$ cat src/rtl/output_port_sched.sv
// Output-port scheduler for a 5-input wormhole router.
// An IDLE/LOCKED FSM grants the output to one input port, chosen round-robin.
// The grant holds until that port's tail flit transfers. Flits move only while
// downstream credits are available.
//
// Ports:
//   clk, rst      clock; synchronous active-high reset
//   req[4:0]      per-input-port flit request
//   flit_tail[4:0] per-input-port tail marker for the presented flit
//   credit_in     downstream freed one buffer slot (one-cycle pulse)
//   gnt[4:0]      registered one-hot grant (0 when idle)
//   fwd           combinational: a flit transfers this cycle
//   credits       current downstream credit count
//   busy          FSM is in LOCKED
//   cred_err      sticky credit-overflow flag
module output_port_sched #(
    parameter int unsigned DEPTH = 4,
    parameter int unsigned CW    = 3
) (
    input  logic          clk,
    input  logic          rst,
    input  logic [4:0]    req,
    input  logic [4:0]    flit_tail,
    input  logic          credit_in,
    output logic [4:0]    gnt,
    output logic          fwd,
    output logic [CW-1:0] credits,
    output logic          busy,
    output logic          cred_err
);

    localparam int unsigned NP = 5;

    localparam logic [0:0] S_IDLE   = 1'b0;
    localparam logic [0:0] S_LOCKED = 1'b1;

    // The credit counter must be able to hold DEPTH.
    if ((1 << CW) <= DEPTH) begin : g_bad_cw
        $error("output_port_sched: CW too narrow for DEPTH");
    end

    logic [0:0]    r_state;
    logic [2:0]    r_own;
    logic [2:0]    r_ptr;
    logic [NP-1:0] r_gnt;
    logic [CW-1:0] r_credits;
    logic          r_cred_err;
    logic          r_busy;

    logic [0:0]    w_nxt_state;
    logic [2:0]    w_nxt_own;
    logic [2:0]    w_nxt_ptr;
    logic [NP-1:0] w_nxt_gnt;
    logic [CW-1:0] w_nxt_credits;
    logic          w_nxt_cred_err;
    logic          w_arb_found;
    logic [2:0]    w_arb_idx;
    logic          w_fwd;

    // (a + b) mod 5 for operands already in 0..4
    function automatic logic [2:0] mod5_add(input logic [2:0] a, input logic [2:0] b);
        logic [3:0] s;
        s = {1'b0, a} + {1'b0, b};
        if (s >= 4'd5) begin
            s = s - 4'd5;
        end
        return s[2:0];
    endfunction

    // Round-robin search from r_ptr; the loop runs backwards so the nearest hit wins.
    always_comb begin
        w_arb_found = 1'b0;
        w_arb_idx   = 3'd0;
        for (int k = NP - 1; k >= 0; k--) begin
            if (req[mod5_add(r_ptr, 3'(k))]) begin
                w_arb_found = 1'b1;
                w_arb_idx   = mod5_add(r_ptr, 3'(k));
            end
        end
    end

    // Transfer needs the lock, the owner's request, and a downstream slot.
    assign w_fwd = (r_state == S_LOCKED) && req[r_own] && (r_credits != '0);

    // Next-state logic for the FSM, owner, pointer and grant
    always_comb begin
        w_nxt_state = r_state;
        w_nxt_own   = r_own;
        w_nxt_ptr   = r_ptr;
        w_nxt_gnt   = r_gnt;
        case (r_state)
            S_IDLE: begin
                w_nxt_gnt = '0;
                if (w_arb_found) begin
                    w_nxt_state = S_LOCKED;
                    w_nxt_own   = w_arb_idx;
                    w_nxt_gnt   = NP'(1) << w_arb_idx;
                end
            end
            S_LOCKED: begin
                // Only a transferred tail releases the lock; a dropped request just stalls.
                if (w_fwd && flit_tail[r_own]) begin
                    w_nxt_state = S_IDLE;
                    w_nxt_gnt   = '0;
                    w_nxt_ptr   = mod5_add(r_own, 3'd1);
                end
            end
            default: begin
                w_nxt_state = S_IDLE;
                w_nxt_gnt   = '0;
            end
        endcase
    end

    // Credit accounting: consume on fwd, return on credit_in, saturate at DEPTH.
    always_comb begin
        w_nxt_credits  = r_credits;
        w_nxt_cred_err = r_cred_err;
        if (w_fwd && !credit_in) begin
            w_nxt_credits = r_credits - CW'(1);
        end else if (!w_fwd && credit_in) begin
            if (r_credits == CW'(DEPTH)) begin
                w_nxt_cred_err = 1'b1;
            end else begin
                w_nxt_credits = r_credits + CW'(1);
            end
        end
    end

    // State registers
    always_ff @(posedge clk) begin
        if (rst) begin
            r_state    <= S_IDLE;
            r_own      <= 3'd0;
            r_ptr      <= 3'd0;
            r_gnt      <= '0;
            r_credits  <= CW'(DEPTH);
            r_cred_err <= 1'b0;
            r_busy     <= 1'b0;
        end else begin
            r_state    <= w_nxt_state;
            r_own      <= w_nxt_own;
            r_ptr      <= w_nxt_ptr;
            r_gnt      <= w_nxt_gnt;
            r_credits  <= w_nxt_credits;
            r_cred_err <= w_nxt_cred_err;
            r_busy     <= (w_nxt_state == S_LOCKED);
        end
    end

    assign gnt      = r_gnt;
    assign fwd      = w_fwd;
    assign credits  = r_credits;
    assign busy     = r_busy;
    assign cred_err = r_cred_err;

endmodule
$ cat config.mk
export PLATFORM = sky130hd
export DESIGN_NAME = output_port_sched
export DESIGN_NICKNAME = d
export VERILOG_FILES = /design/src/rtl/output_port_sched.sv
export SDC_FILE = /design/constraint.sdc
export NUM_CORES = 1
export LEC_CHECK = 0
export ABC_AREA = 1
export CAP_MARGIN = 40
export CORE_MARGIN = 2
export CORE_UTILIZATION = 29
export CTS_CLUSTER_DIAMETER = 50
export DETAILED_ROUTE_END_ITERATION = 12
export HOLD_SLACK_MARGIN = 0.08
export REMOVE_ABC_BUFFERS = 1
export SETUP_SLACK_MARGIN = 0.02
export SYNTH_ARGS = -nofsm -noshare
export SYNTH_HDL_FRONTEND = slang
export SYNTH_SLANG_ARGS = --single-unit
$ cat constraint.sdc
create_clock -name clk -period 4.9 [get_ports clk]
set_clock_uncertainty 0.15 [all_clocks]
set_input_delay 0.735 -clock clk [delete_from_list [all_inputs] [get_ports clk]]
set_output_delay 0.735 -clock clk [all_outputs]
set_load 0.005 [all_outputs]
# After elaboration in Yosys (flattened, before gate mapping)
# Cells that the tools add are included.
[op_classes] addsub=13 magnitude_cmp=12 n_eq_ne=3 shift=1 mux=39 n_bitwise=2 n_reduce_logical=13
[op_table] operator="3-bit two-way mux" count=14
[op_table] operator="3-bit by 4-bit less-than comparator with 1-bit output (second input constant)" count=6
[op_table] operator="1-bit binary-select mux with 3-bit select" count=7
[op_table] operator="4-bit by 3-bit greater-or-equal comparator with 1-bit output (second input constant)" count=5
[op_table] operator="3-bit subtractor (second input constant)" count=6
[op_table] operator="1-bit two-way mux" count=14
[op_table] operator="5-bit two-way mux" count=2
[op_table] operator="5-bit case mux with 2 select lines" count=1
[op_table] operator="3-bit by 1-bit adder with 4-bit output (second input constant)" count=2
[op_table] operator="3-bit by 2-bit adder with 4-bit output (second input constant)" count=2
[op_table] operator="2-bit AND reduction" count=3
[op_table] operator="1-bit logical AND" count=5
[op_table] operator="1-bit by 3-bit left shift with 5-bit output (first input constant)" count=1
[op_table] operator="3-bit by 3-bit adder with 4-bit output (second input constant)" count=1
[op_table] operator="3-bit by 1-bit adder with 3-bit output (second input constant)" count=1
[op_table] operator="3-bit equality test (second input constant)" count=1
[op_table] operator="3-bit greater-or-equal comparator (second input constant)" count=1
[op_table] operator="3-bit AND reduction" count=1
[op_table] operator="3-bit nonzero test" count=1
[op_table] operator="3-bit by 1-bit subtractor with 3-bit output (second input constant)" count=1
[op_table] operator="1-bit zero test" count=2
[op_table] operator="2-bit by 1-bit != test with 1-bit output (second input constant)" count=1
[op_table] operator="2-bit != test (second input constant)" count=1
[op_table] operator="1-bit inverter" count=2
[op_table] operator="other kinds (2)" count=2
[word_totals] regBits=16 inputBits=13 out_inout_bits=11 elab_cells=89

# Logic depth before layout (Yosys ltp)
# Gate-level depths: netlist of the first run.
[depth] ltp_word=13 mapped_depth=22 ltp_nobuf=22

# Least setup slack after synthesis of the first run
# OpenSTA, ideal clock, no wires.
[synth_timing] kind="input to register" from="in req[1]" to="reg r_credits[2] (netlist: credits[2])" setup_time_ps=124 t_arrival_ps=2301 t_required_ps=4626 path_slack_ps=2326 cell_stages=14 n_path_buf=0 path_cell_list="inv_1 > a21oi_1 > o21ai_0 > nand3_1 > nand2_1 > inv_1 > ha_1 > inv_1 > fa_1 > xor2_1 > o21ai_0 > inv_1 > nor2_1 > o31ai_1"
[synth_between] elab_chain_len=8 elab_cells_between_ends=11 classes_between="eq/ne: 1; mux: 3; reduce/logical: 7"
[synth_lines] item="from (decl)" line_no="22" source="input logic [4:0] req,"
[synth_lines] item="1-bit binary-select mux with 3-bit select (*)" line_no="83" source="assign w_fwd = (r_state == S_LOCKED) && req[r_own] && (r_credits != '0);"
[synth_lines] item="1-bit two-way mux (not written as such) (*)" line_no="83"
[synth_lines] item="1-bit logical AND (*) (2 in series)" line_no="83"
[synth_lines] item="named net fwd" line_no="26" source="output logic fwd,"
[synth_lines] item="1-bit zero test" line_no="121" source="end else if (!w_fwd && credit_in) begin"
[synth_lines] item="1-bit logical AND" line_no="121"
[synth_lines] item="2-bit nonzero test (no line)"
[synth_lines] item="2-bit AND reduction (no line)"
[synth_lines] item="to (signal assigned)" line_no="137" source="r_credits <= CW'(DEPTH);"
[synth_lines] item="to (signal assigned)" line_no="145" source="r_credits <= w_nxt_credits;"
[synth_lines] item="to (decl)" line_no="46" source="logic [CW-1:0] r_credits;"
# Mark *: on every way through the listed nets, which the timed path passes. The rest lies on a longest branch. The select of a mux whose other input is x is not followed.
# A chain may end at the register's enable or synchronous reset.

# Final worst setup path of the first run
[layout_timing] from="in req[1]" to="out fwd"
[layout_between] elab_chain_len=4
[layout_lines] item="1-bit binary-select mux with 3-bit select" line_no="83"
[layout_lines] item="1-bit two-way mux (not written as such)" line_no="83"
[layout_lines] item="1-bit logical AND (2 in series)" line_no="83"
[layout_lines] item="to (decl)" line_no="26"
# No other way between the ends. The select of a mux whose other input is x is not followed.

==> results.json, run 1 <==
{
  "place.port_buffers": 23,
  "most_common_cell_after_layout_fill_and_taps_aside": "sky130_fd_sc_hd__nand2_1",
  "grt_max_degree": 17,
  "finish.net_count": 355,
  "crit_fanout": 5,
  "report.final.slew_viol_count": 0,
  "synth.area.top_cells": "sky130_fd_sc_hd__dfxtp_1 17%, sky130_fd_sc_hd__nand2_1 16%, sky130_fd_sc_hd__nand3_1 9.5%, sky130_fd_sc_hd__ha_1 8.6%, sky130_fd_sc_hd__inv_1 6.6%",
  "criticalPathCategory": "input port to output port",
  "design.portCount": 24,
  "status": "finished clean",
  "cellInternalPower_w": 0.0007633,
  "timing.fmax_mhz": 308.6,
  "synth_cell_type_count": 38,
  "route.vias.total": 1952,
  "grt-ovfl-total": 0,
  "p_per_area_nw_per_um2": 781.4,
  "final_setup_violation_count": 0,
  "grt_util_met1_pct": 16.76,
  "hold_slack_ns": 0.3048,
  "n_fill_cell": 722,
  "global_route.peak_usage_layer": "met2",
  "antenna_cells_inserted": 0,
  "design_area_um2": 2252,
  "placementRows": 29,
  "startpoint_type": "input port",
  "cts_resized": 0,
  "grt_use_total_pct": 13.68,
  "grt_first_pass_wirelength_um": 8211,
  "cts.hold.buffers_added": 0,
  "use_met3_pct": 2.065,
  "die_area_um2": 7172,
  "critPathRequiredTime_ns": 4.01,
  "max-clock-path-buffers": 2,
  "routed_wl_um": 4791,
  "critical-path-max-stage-delay_ns": 0.51,
  "gp_routability_congestion": 0.8984,
  "synth_cells": 302,
  "final_layout_size_suffix_gt1_share_pct": 15.95,
  "critPathSlowestCell": "sky130_fd_sc_hd__clkdlybuf4s50_1",
  "max_slew.worst_pin.slew_ns": 0.4313,
  "cts_num_sinks": 16,
  "critical_path.reg2reg.endpoint": "gnt[0]$_SDFFE_PP0P_",
  "drt_pre_antenna_iters": 4,
  "antenna_violations_before_repair": 0,
  "clk_root_buffer_cell": "sky130_fd_sc_hd__clkbuf_8",
  "cts_buffers": 3,
  "setup.worst_path.end_class": "output port",
  "worst_hold_startpoint": "cred_err$_SDFFE_PP0P_",
  "final_hold_fails": 0,
  "clock_latency_ns": 0.25,
  "final_antenna_net_count": 0,
  "period_needed_ns": 3.241,
  "global_route.usage.met2_pct": 25.70,
  "drv_cap": 0,
  "hold-path-cell-count": 2,
  "vias_per_cell": 4.844,
  "power.share.switching_pct": 56.63,
  "synth_seq_area_share_pct": 16.96,
  "pre_cts_ws_ns": 1.619,
  "clkTransAtPathRegs_ns": 0.07,
  "p_clk_share_pct": 6.7,
  "htree_levels": 1,
  "core_um2": 6314,
  "syn_area_um2": 1888,
  "critical_path.reg2reg.startpoint": "r_ptr[1]$_SDFFE_PP0P_",
  "synth-main-ff-cell": "sky130_fd_sc_hd__dfxtp_1",
  "route.detailed.wl_per_inst_um": 11.89,
  "synth.ff_latch_count": 16,
  "totalNegativeSetupSlack_ns": 0,
  "hp-class": "register to register",
  "most_frequent_cells_in_the_layout": "81 x sky130_fd_sc_hd__nand2_1, 36 x sky130_fd_sc_hd__nand3_1, 33 x sky130_fd_sc_hd__inv_1",
  "power.net_switching_w": 0.0009966,
  "leakage_nw": 1.039,
  "final_critical_path_setup_slack_ns": 1.659,
  "asyncSetResetFlopFracSynth_pct": 0,
  "die_h_um": 84.69,
  "drt_drc_violations_left": 0,
  "syn2layout_area_growth_pct": 19.28,
  "die_w_um": 84.69,
  "warning_count_from_the_yosys_run": 0,
  "cts_post_setup_buffers_inserted": 0,
  "synthDominantAreaCellType": "sky130_fd_sc_hd__dfxtp_1",
  "dpl-instance-area_um2": 2197,
  "vias_in_the_first_global_route": 1809,
  "vdd.ir_drop.worst_mv": 0.3035,
  "max-slew-margin-rel_pct": 70.94,
  "whs_endpoint": "cred_err$_SDFFE_PP0P_",
  "timing.reg2reg.worst_path_depth": 17,
  "tritoncts": "built",
  "period_share_pct": 66.14,
  "initial_core_util_pct": 29.90,
  "hpwl_um": 3948,
  "worstPathCellList": "clkdlybuf4s50_1 -> inv_1 -> a21oi_1 -> o21ai_0 -> nand3_1 -> nand2_1 -> inv_1 -> clkdlybuf4s50_1",
  "reg2reg_slack_ns": 1.82,
  "drt_iter0_markers": 112,
  "syn_area_per_cell_um2": 6.252,
  "seq_power_share_pct": 12.5,
  "critPathArrivalTime_ns": 2.36,
  "combPwrFrac_pct": 80.8,
  "synth_top_area_share_pct": 16.96,
  "synth_enable_flop_cells": 0,
  "grt_setup_unrepaired": "no"
}
## worst max-delay path: cells and delay by family
family | cells | cell delay, ns
buf+inv | 4 | 1.22
simple gates | 2 | 0.17
compound gates | 2 | 0.24
## synth_stat cells, types with 2 or more instances
| library cell | number |
|---|---|
| sky130_fd_sc_hd__a21oi_1 | 18 |
| sky130_fd_sc_hd__a21oi_2 | 3 |
| sky130_fd_sc_hd__a311oi_1 | 2 |
| sky130_fd_sc_hd__a31oi_1 | 2 |
| sky130_fd_sc_hd__buf_2 | 2 |
| sky130_fd_sc_hd__dfxtp_1 | 16 |
| sky130_fd_sc_hd__fa_1 | 2 |
| sky130_fd_sc_hd__ha_1 | 13 |
| sky130_fd_sc_hd__inv_1 | 33 |
| sky130_fd_sc_hd__inv_2 | 11 |
| sky130_fd_sc_hd__nand2_1 | 81 |
| sky130_fd_sc_hd__nand2_2 | 16 |
| sky130_fd_sc_hd__nand2_4 | 5 |
| sky130_fd_sc_hd__nand3_1 | 36 |
| sky130_fd_sc_hd__nand3_2 | 2 |
| sky130_fd_sc_hd__nand4_1 | 4 |
| sky130_fd_sc_hd__nor2_1 | 13 |
| sky130_fd_sc_hd__nor2_2 | 2 |
| sky130_fd_sc_hd__nor3_1 | 2 |
| sky130_fd_sc_hd__o21ai_0 | 9 |
| sky130_fd_sc_hd__o21ai_1 | 10 |
| sky130_fd_sc_hd__o21ai_2 | 3 |
| sky130_fd_sc_hd__xnor2_1 | 2 |
## layer usage
layer	vias up	wire, µm
met3	2	166
met2	41	2427
li1	1040	-
met1	869	2179
met4	0	19
met5	-	0
## power groups by stage
stage	registers [W]	clock network [W]	logic, W
5_1_grt	0.000227	0.000128	0.00162
4_1_cts	0.000220	0.000122	0.00143
2_1_floorplan	0.000224	0	0.00111
3_3_place_gp	0.000223	0	0.00141
3_5_place_dp	0.000222	0	0.00142
6_report	0.000220	0.000118	0.00142
## registers in the layout, indices dropped and copies added (netlist names)
name / cells
cred_err: 1
gnt: 5
credits: 3
busy: 1
r_own: 3
r_ptr: 3
## worst max-delay path by stage
| stage | endpoint | cells past startpoint | slack [ns] | startpoint |
|---|---|---|---|---|
| floorplan | gnt[0]$_SDFFE_PP0P_ | 18 | 2.09 | r_ptr[0]$_SDFFE_PP0P_ |
| global placement | credits[2]$_SDFFE_PP1P_ | 13 | 1.69 | req[4] |
| detailed placement | credits[2]$_SDFFE_PP1P_ | 13 | 1.62 | req[4] |
| CTS | fwd | 6 | 1.67 | req[4] |
| global route | gnt[0]$_SDFFE_PP0P_ | 17 | 1.49 | r_ptr[1]$_SDFFE_PP0P_ |
| finish | fwd | 8 | 1.66 | req[1] |
## layout make-up
cell class	count	area [µm²]	area share (%)
Timing Repair Buffer	24	237.7	10.56
Tap cell	77	96.34	4.278
Sequential cell	16	320.3	14.22
Inverter	45	168.9	7.500
Multi-Input combinational cell	237	1374	61.00
Clock buffer	4	55.05	2.444
## cells by family after synthesis
family          count (synthesis)  synth area share, %
flops                          16                16.97
compound gates                 54                17.70
xor+xnor                        4                2.254
fa+ha+maj                      15                10.74
simple gates                  164                42.08
buf+inv                        49                10.27
## stage by stage
stage | util [%] | power, W | instances
4_1_cts | 35.67 | 0.001770 | 403
2_1_floorplan | - | 0.001333 | 298
3_3_place_gp | 34.80 | 0.001635 | 399
6_report | 35.67 | 0.001760 | 403
5_1_grt | 35.67 | 0.001970 | 403
3_5_place_dp | 34.80 | 0.001644 | 399
Note: power is estimated with default switching activity, not from simulation.
==> run 2: changes to the inputs <==
Clock period 4.9 ns to 2.9 ns, I/O delays scaled along.
==> run 2 against run 1 <==
Hold slack got worse by 0.0013 ns. Setup slack lost 1.4 ns. Largest power group unchanged. Combinational power grew 79%. First-iteration DRC count up 5.4%. Non-clock buffer count up 12. Register-to-register slack lost 1.6 ns. Routed wire length fell by 1.7%. Via count shrank 0.41%. Global-route usage rose by 0.38 points. Critical path depth grew 1.
==> results.json, run 2 (synthesis gave the netlist of run 1 again) <==
{
  "timing.fmax_mhz": 379.3,
  "design.portCount": 24,
  "cts_resized": 0,
  "drv_cap": 0,
  "die_area_um2": 7172,
  "cts.hold.buffers_added": 0,
  "routed-wl-met3_um": 146,
  "cts_post_setup_buffers_inserted": 0,
  "clkTransAtPathRegs_ns": 0.06,
  "gp_routability_congestion": 0.8805,
  "grt_setup_unrepaired": "no",
  "startpoint_type": "input port",
  "drt_drc_violations_left": 0,
  "period_needed_ns": 2.637,
  "critPathRequiredTime_ns": 2.32,
  "met1_length_um": 2202,
  "place_inst": 411,
  "place.port_buffers": 23,
  "cts_num_sinks": 16,
  "die_h_um": 84.69,
  "route.detailed.wl_per_inst_um": 11.35,
  "most_frequent_cells_in_the_layout": "78 x sky130_fd_sc_hd__nand2_1, 36 x sky130_fd_sc_hd__nand3_1, 33 x sky130_fd_sc_hd__inv_1",
  "final_hold_fails": 0,
  "largest_register_ffs": 5,
  "leakage_nw": 1.100,
  "grt_max_degree": 16,
  "initial_core_util_pct": 29.90,
  "die_w_um": 84.69,
  "drt_iter0_markers": 118,
  "placementRows": 29,
  "vias_per_cell": 4.684,
  "max_slew.worst_pin.slew_ns": 0.4637,
  "max-clock-path-buffers": 2,
  "fin_total_pwr_w": 0.003090,
  "final_antenna_net_count": 0,
  "most_common_cell_after_layout_fill_and_taps_aside": "sky130_fd_sc_hd__nand2_1",
  "tritoncts": "built",
  "clock_latency_ns": 0.25,
  "hpwl_um": 3928,
  "cts_buffers": 3,
  "report.final.slew_viol_count": 0,
  "clk_root_buffer_cell": "sky130_fd_sc_hd__clkbuf_8",
  "routed_wl_um": 4709,
  "route.vias.total": 1944,
  "met2_wirelength_um": 2318,
  "max-slew-margin-rel_pct": 68.99,
  "status": "finished clean",
  "drt_pre_antenna_iters": 4,
  "final_setup_violation_count": 0,
  "core_um2": 6314,
  "setup.worst_path.end_class": "output port",
  "reg2reg_slack_ns": 0.27,
  "fin_util_pct": 37.71,
  "grt-ovfl-total": 0,
  "htree_levels": 1,
  "final_layout_size_suffix_gt1_share_pct": 21.89,
  "vdd.ir_drop.worst_mv": 0.4668,
  "hp-class": "register to register",
  "criticalPathCategory": "input port to output port",
  "highest-signal-layer": "met4",
  "critPathArrivalTime_ns": 2.05,
  "p_per_area_nw_per_um2": 1298,
  "syn2layout_area_growth_pct": 26.11,
  "antenna_violations_before_repair": 0,
  "vias_in_the_first_global_route": 1959,
  "fin_cells": 415,
  "period_share_pct": 90.91,
  "antenna_cells_inserted": 0,
  "crit_fanout": 2,
  "n_fill_cell": 703,
  "grt_use_total_pct": 14.06,
  "grt_first_pass_wirelength_um": 8404,
  "totalNegativeSetupSlack_ns": 0,
  "finish.net_count": 367
}
run 2: through the flow:
| step | setup slack [ns] | hold WS [ns] | cell area, µm² |
|---|---|---|---|
| after floorplan | 0.09228 | 0.2905 | 1863 |
| after global routing | 0.03073 | 0.3309 | 2381 |
| after CTS | 0.1075 | 0.3096 | 2342 |
| after detailed placement | 0.04852 | 0.2950 | 2287 |
| final | 0.2635 | 0.3034 | 2381 |
| after global placement | 0.09762 | 0.2919 | 2287 |
run 2: report_power, final:
group          switching, W  internal, W
Sequential        0.0000527     0.000296
Clock             0.0000779     0.000121
Combinational       0.00158     0.000963
Total               0.00171      0.00138
run 2: area by class of cell:
| type | instances | area (µm²) | area share [%] |
|---|---|---|---|
| clock buffer | 4 | 55.05 | 2.312 |
| inverter | 45 | 168.9 | 7.094 |
| multi-input combinational | 237 | 1408 | 59.12 |
| sequential | 16 | 325.3 | 13.66 |
| tap | 77 | 96.34 | 4.046 |
| timing repair buffer | 36 | 327.8 | 13.77 |
run 2: layer usage:
metal,vias to the layer above,global-route usage (%)
li1,1058,-
met1,855,17.45
met2,26,25.55
met3,5,1.770
met4,0,3.608
met5,-,0
run 2: final timing paths:
kind / startpoint / to / cells after the start
worst min-delay path: cred_err$_SDFFE_PP0P_ / cred_err$_SDFFE_PP0P_ / 2
worst min register to register: cred_err$_SDFFE_PP0P_ / cred_err$_SDFFE_PP0P_ / 2
worst max register to register: r_ptr[1]$_SDFFE_PP0P_ / gnt[0]$_SDFFE_PP0P_ / 19
worst max-delay path: req[1] / fwd / 9
run 2: critical path, cell delays in order:
cell and delay (ns):
sky130_fd_sc_hd__clkdlybuf4s50_1 0.49, sky130_fd_sc_hd__inv_1 0.06, sky130_fd_sc_hd__a21oi_1 0.11, sky130_fd_sc_hd__o21ai_0 0.09, sky130_fd_sc_hd__nand3_1 0.09, sky130_fd_sc_hd__nand2_1 0.08, sky130_fd_sc_hd__inv_1 0.10, sky130_fd_sc_hd__buf_4 0.12
sky130_fd_sc_hd__clkdlybuf4s50_1 0.50
==> run 3: changes to the inputs <==
Settings changed: GPL_TIMING_DRIVEN from default to 0, RECOVER_POWER from default to 25.
==> run 3 against run 2 <==
Critical path depth up 5. Clock power barely moved. Combinational power grew 2%. Hold slack lost 0.0025 ns. Core utilization grew 0.85 points. Maximum frequency down 2.5%. Largest cell class unchanged. Critical path type is now register to register. Non-clock buffer count increased by 3. Design area up 2.3%. Flip-flop and latch count did not move. Sequential power is 11% higher. Global-route usage fell by 0.70 points.
==> results.json, run 3 (synthesis gave the netlist of run 1 again) <==
{
  "max_slew.worst_pin.slew_ns": 0.5223,
  "criticalPathCategory": "register to register",
  "die_area_um2": 7172,
  "drt_pre_antenna_iters": 4,
  "timing.reg2reg.worst_path_depth": 14,
  "cellInternalPower_w": 0.001442,
  "gp_routability_congestion": 0.8106,
  "power.share.switching_pct": 54.76,
  "startpoint_type": "register",
  "whs_endpoint": "cred_err$_SDFFE_PP0P_",
  "cts.hold.buffers_added": 0,
  "clk_root_buffer_cell": "sky130_fd_sc_hd__clkbuf_8",
  "cts_buffers": 3,
  "global_route.peak_usage_layer": "met2",
  "worst_hold_startpoint": "cred_err$_SDFFE_PP0P_",
  "reg2reg_slack_ns": 0.20,
  "period_needed_ns": 2.703,
  "global_route.usage.met2_pct": 24.77,
  "most_common_cell_after_layout_fill_and_taps_aside": "sky130_fd_sc_hd__nand2_1",
  "seq_area_um2": 330.3,
  "vias_per_cell": 4.813,
  "seq_power_share_pct": 12.2,
  "max-clock-path-buffers": 2,
  "die_w_um": 84.69,
  "place_inst": 398,
  "drt_iter0_markers": 66,
  "hp-class": "register to register",
  "max-slew-margin-rel_pct": 64.81,
  "grt-ovfl-total": 0,
  "combPwrFrac_pct": 81.6,
  "p_clk_share_pct": 6.2,
  "grt_setup_unrepaired": "yes",
  "crit_fanout": 9,
  "drv_cap": 0,
  "route.detailed.wl_per_inst_um": 11.51,
  "final_antenna_net_count": 0,
  "setup.worst_path.end_class": "register",
  "hold-path-cell-count": 2,
  "placementRows": 29,
  "status": "finished clean",
  "clkTransAtPathRegs_ns": 0.06,
  "antenna_cells_inserted": 0,
  "syn2layout_area_growth_pct": 28.96,
  "grt_use_total_pct": 13.36,
  "cts_num_sinks": 16,
  "grt_max_degree": 17,
  "grt_first_pass_wirelength_um": 8121,
  "drt_drc_violations_left": 0,
  "n_fill_cell": 692,
  "final_hold_fails": 0,
  "grt_util_met1_pct": 16.23,
  "fin_cells": 418,
  "critical_path.reg2reg.endpoint": "gnt[3]$_SDFFE_PP0P_",
  "antenna_violations_before_repair": 0,
  "vias_in_the_first_global_route": 1943,
  "largest_register_ffs": 5,
  "clock_latency_ns": 0.25,
  "vdd.ir_drop.worst_mv": 0.5501,
  "finish.net_count": 370,
  "leakage_nw": 1.157,
  "most_frequent_cells_in_the_layout": "75 x sky130_fd_sc_hd__nand2_1, 35 x sky130_fd_sc_hd__nand3_1, 30 x sky130_fd_sc_hd__inv_1",
  "power.net_switching_w": 0.001746,
  "hpwl_um": 3793,
  "use_met3_pct": 1.868,
  "critPathRequiredTime_ns": 2.93,
  "report.final.slew_viol_count": 0,
  "initial_core_util_pct": 29.90,
  "p_per_area_nw_per_um2": 1309,
  "die_h_um": 84.69,
  "core_um2": 6314,
  "tritoncts": "built",
  "htree_levels": 1,
  "final_setup_violation_count": 0,
  "place.port_buffers": 23,
  "critical_path.reg2reg.startpoint": "r_ptr[0]$_SDFFE_PP0P_",
  "final_layout_size_suffix_gt1_share_pct": 25.22,
  "period_share_pct": 93.22,
  "routed_wl_um": 4813,
  "fin_total_pwr_w": 0.003188,
  "multi_input_area_um2": 1419,
  "design.portCount": 24,
  "timing.fmax_mhz": 369.9,
  "critPathArrivalTime_ns": 2.73,
  "route.vias.total": 2012
}
-- run 3: cell count changes in the layout (fill, tap and decap cells not counted), moves of 2 or more --
cell                              delta
sky130_fd_sc_hd__clkdlybuf4s50_1     -8
sky130_fd_sc_hd__dlygate4sd3_1       +6
sky130_fd_sc_hd__a21oi_2             -3
sky130_fd_sc_hd__inv_1               -3
sky130_fd_sc_hd__nand2_1             -3
sky130_fd_sc_hd__a21oi_1             +2
sky130_fd_sc_hd__buf_4               +2
sky130_fd_sc_hd__clkinvlp_4          +2
sky130_fd_sc_hd__dfxtp_1             -2
sky130_fd_sc_hd__dlymetal6s2s_1      +2
sky130_fd_sc_hd__nand2_2             +2
-- run 3: per-stage QoR --
step	cell area (µm²)	TNS, ns	setup slack [ns]	hold WS, ns	util [%]
floorplan	1863	0	0.09228	0.2905	-
global placement	2190	-3.145	-0.4200	0.2931	34.68
detailed placement	2190	-3.263	-0.4200	0.3002	34.68
CTS	2260	0	0.03753	0.3125	35.79
global route	2435	-0.02944	-0.02066	0.3258	38.57
finish	2435	0	0.1966	0.3009	38.57
-- run 3: cell type report --
type                    count  share of cell area, %
repair buffers             39                  14.49
multi-input cells         237                  58.27
clock buffers               4                  2.261
inverters                  45                  7.451
well taps                  77                  3.957
flip-flops and latches     16                  13.57
-- run 3: worst max-delay path, cell delays in order (launching register included) --
cell and delay (ns):
sky130_fd_sc_hd__dfxtp_4 0.41, sky130_fd_sc_hd__inv_6 0.07, sky130_fd_sc_hd__ha_1 0.19, sky130_fd_sc_hd__inv_1 0.09, sky130_fd_sc_hd__fa_2 0.43, sky130_fd_sc_hd__o22ai_1 0.26, sky130_fd_sc_hd__nor3_1 0.09, sky130_fd_sc_hd__nand2_1 0.13
sky130_fd_sc_hd__nand2_4 0.08, sky130_fd_sc_hd__buf_4 0.14, sky130_fd_sc_hd__a21oi_4 0.14, sky130_fd_sc_hd__nand2_2 0.07, sky130_fd_sc_hd__a21boi_2 0.15, sky130_fd_sc_hd__nand3_1 0.08, sky130_fd_sc_hd__a21oi_1 0.13
-- run 3: worst max-delay path by stage --
stage	start	to	slack, ns	cells after the start
after global routing	r_ptr[1]$_SDFFE_PP0P_	gnt[3]$_SDFFE_PP0P_	-0.02	19
after CTS	r_ptr[0]$_SDFFE_PP0P_	gnt[0]$_SDFFE_PP0P_	0.04	22
after global placement	r_ptr[0]$_SDFFE_PP0P_	gnt[0]$_SDFFE_PP0P_	-0.42	17
after floorplan	r_ptr[0]$_SDFFE_PP0P_	gnt[0]$_SDFFE_PP0P_	0.09	18
final	r_ptr[0]$_SDFFE_PP0P_	gnt[3]$_SDFFE_PP0P_	0.20	14
after detailed placement	r_ptr[0]$_SDFFE_PP0P_	gnt[0]$_SDFFE_PP0P_	-0.42	17
-- run 3: timing repair --
item / 4_1_cts / 5_1_grt
resized for setup: 6 / 21
pin swaps: 0 / 6
setup buffers: 0 / 16
setup endpoints to repair: 9 / 11
-- run 3: layer usage --
layer | routed length, µm | vias to the layer above
li1 | - | 1067
met1 | 2278 | 905
met2 | 2316 | 36
met3 | 186 | 4
met4 | 31 | 0
met5 | 0 | -
-- run 3: power groups by stage --
stage	Clock (W)	Combinational [W]	Sequential (W)
2_1_floorplan	0	0.00188	0.000378
3_3_place_gp	0	0.00231	0.000396
3_5_place_dp	0	0.00236	0.000398
4_1_cts	0.000204	0.00238	0.000400
5_1_grt	0.000211	0.00297	0.000401
6_report	0.000198	0.00260	0.000389
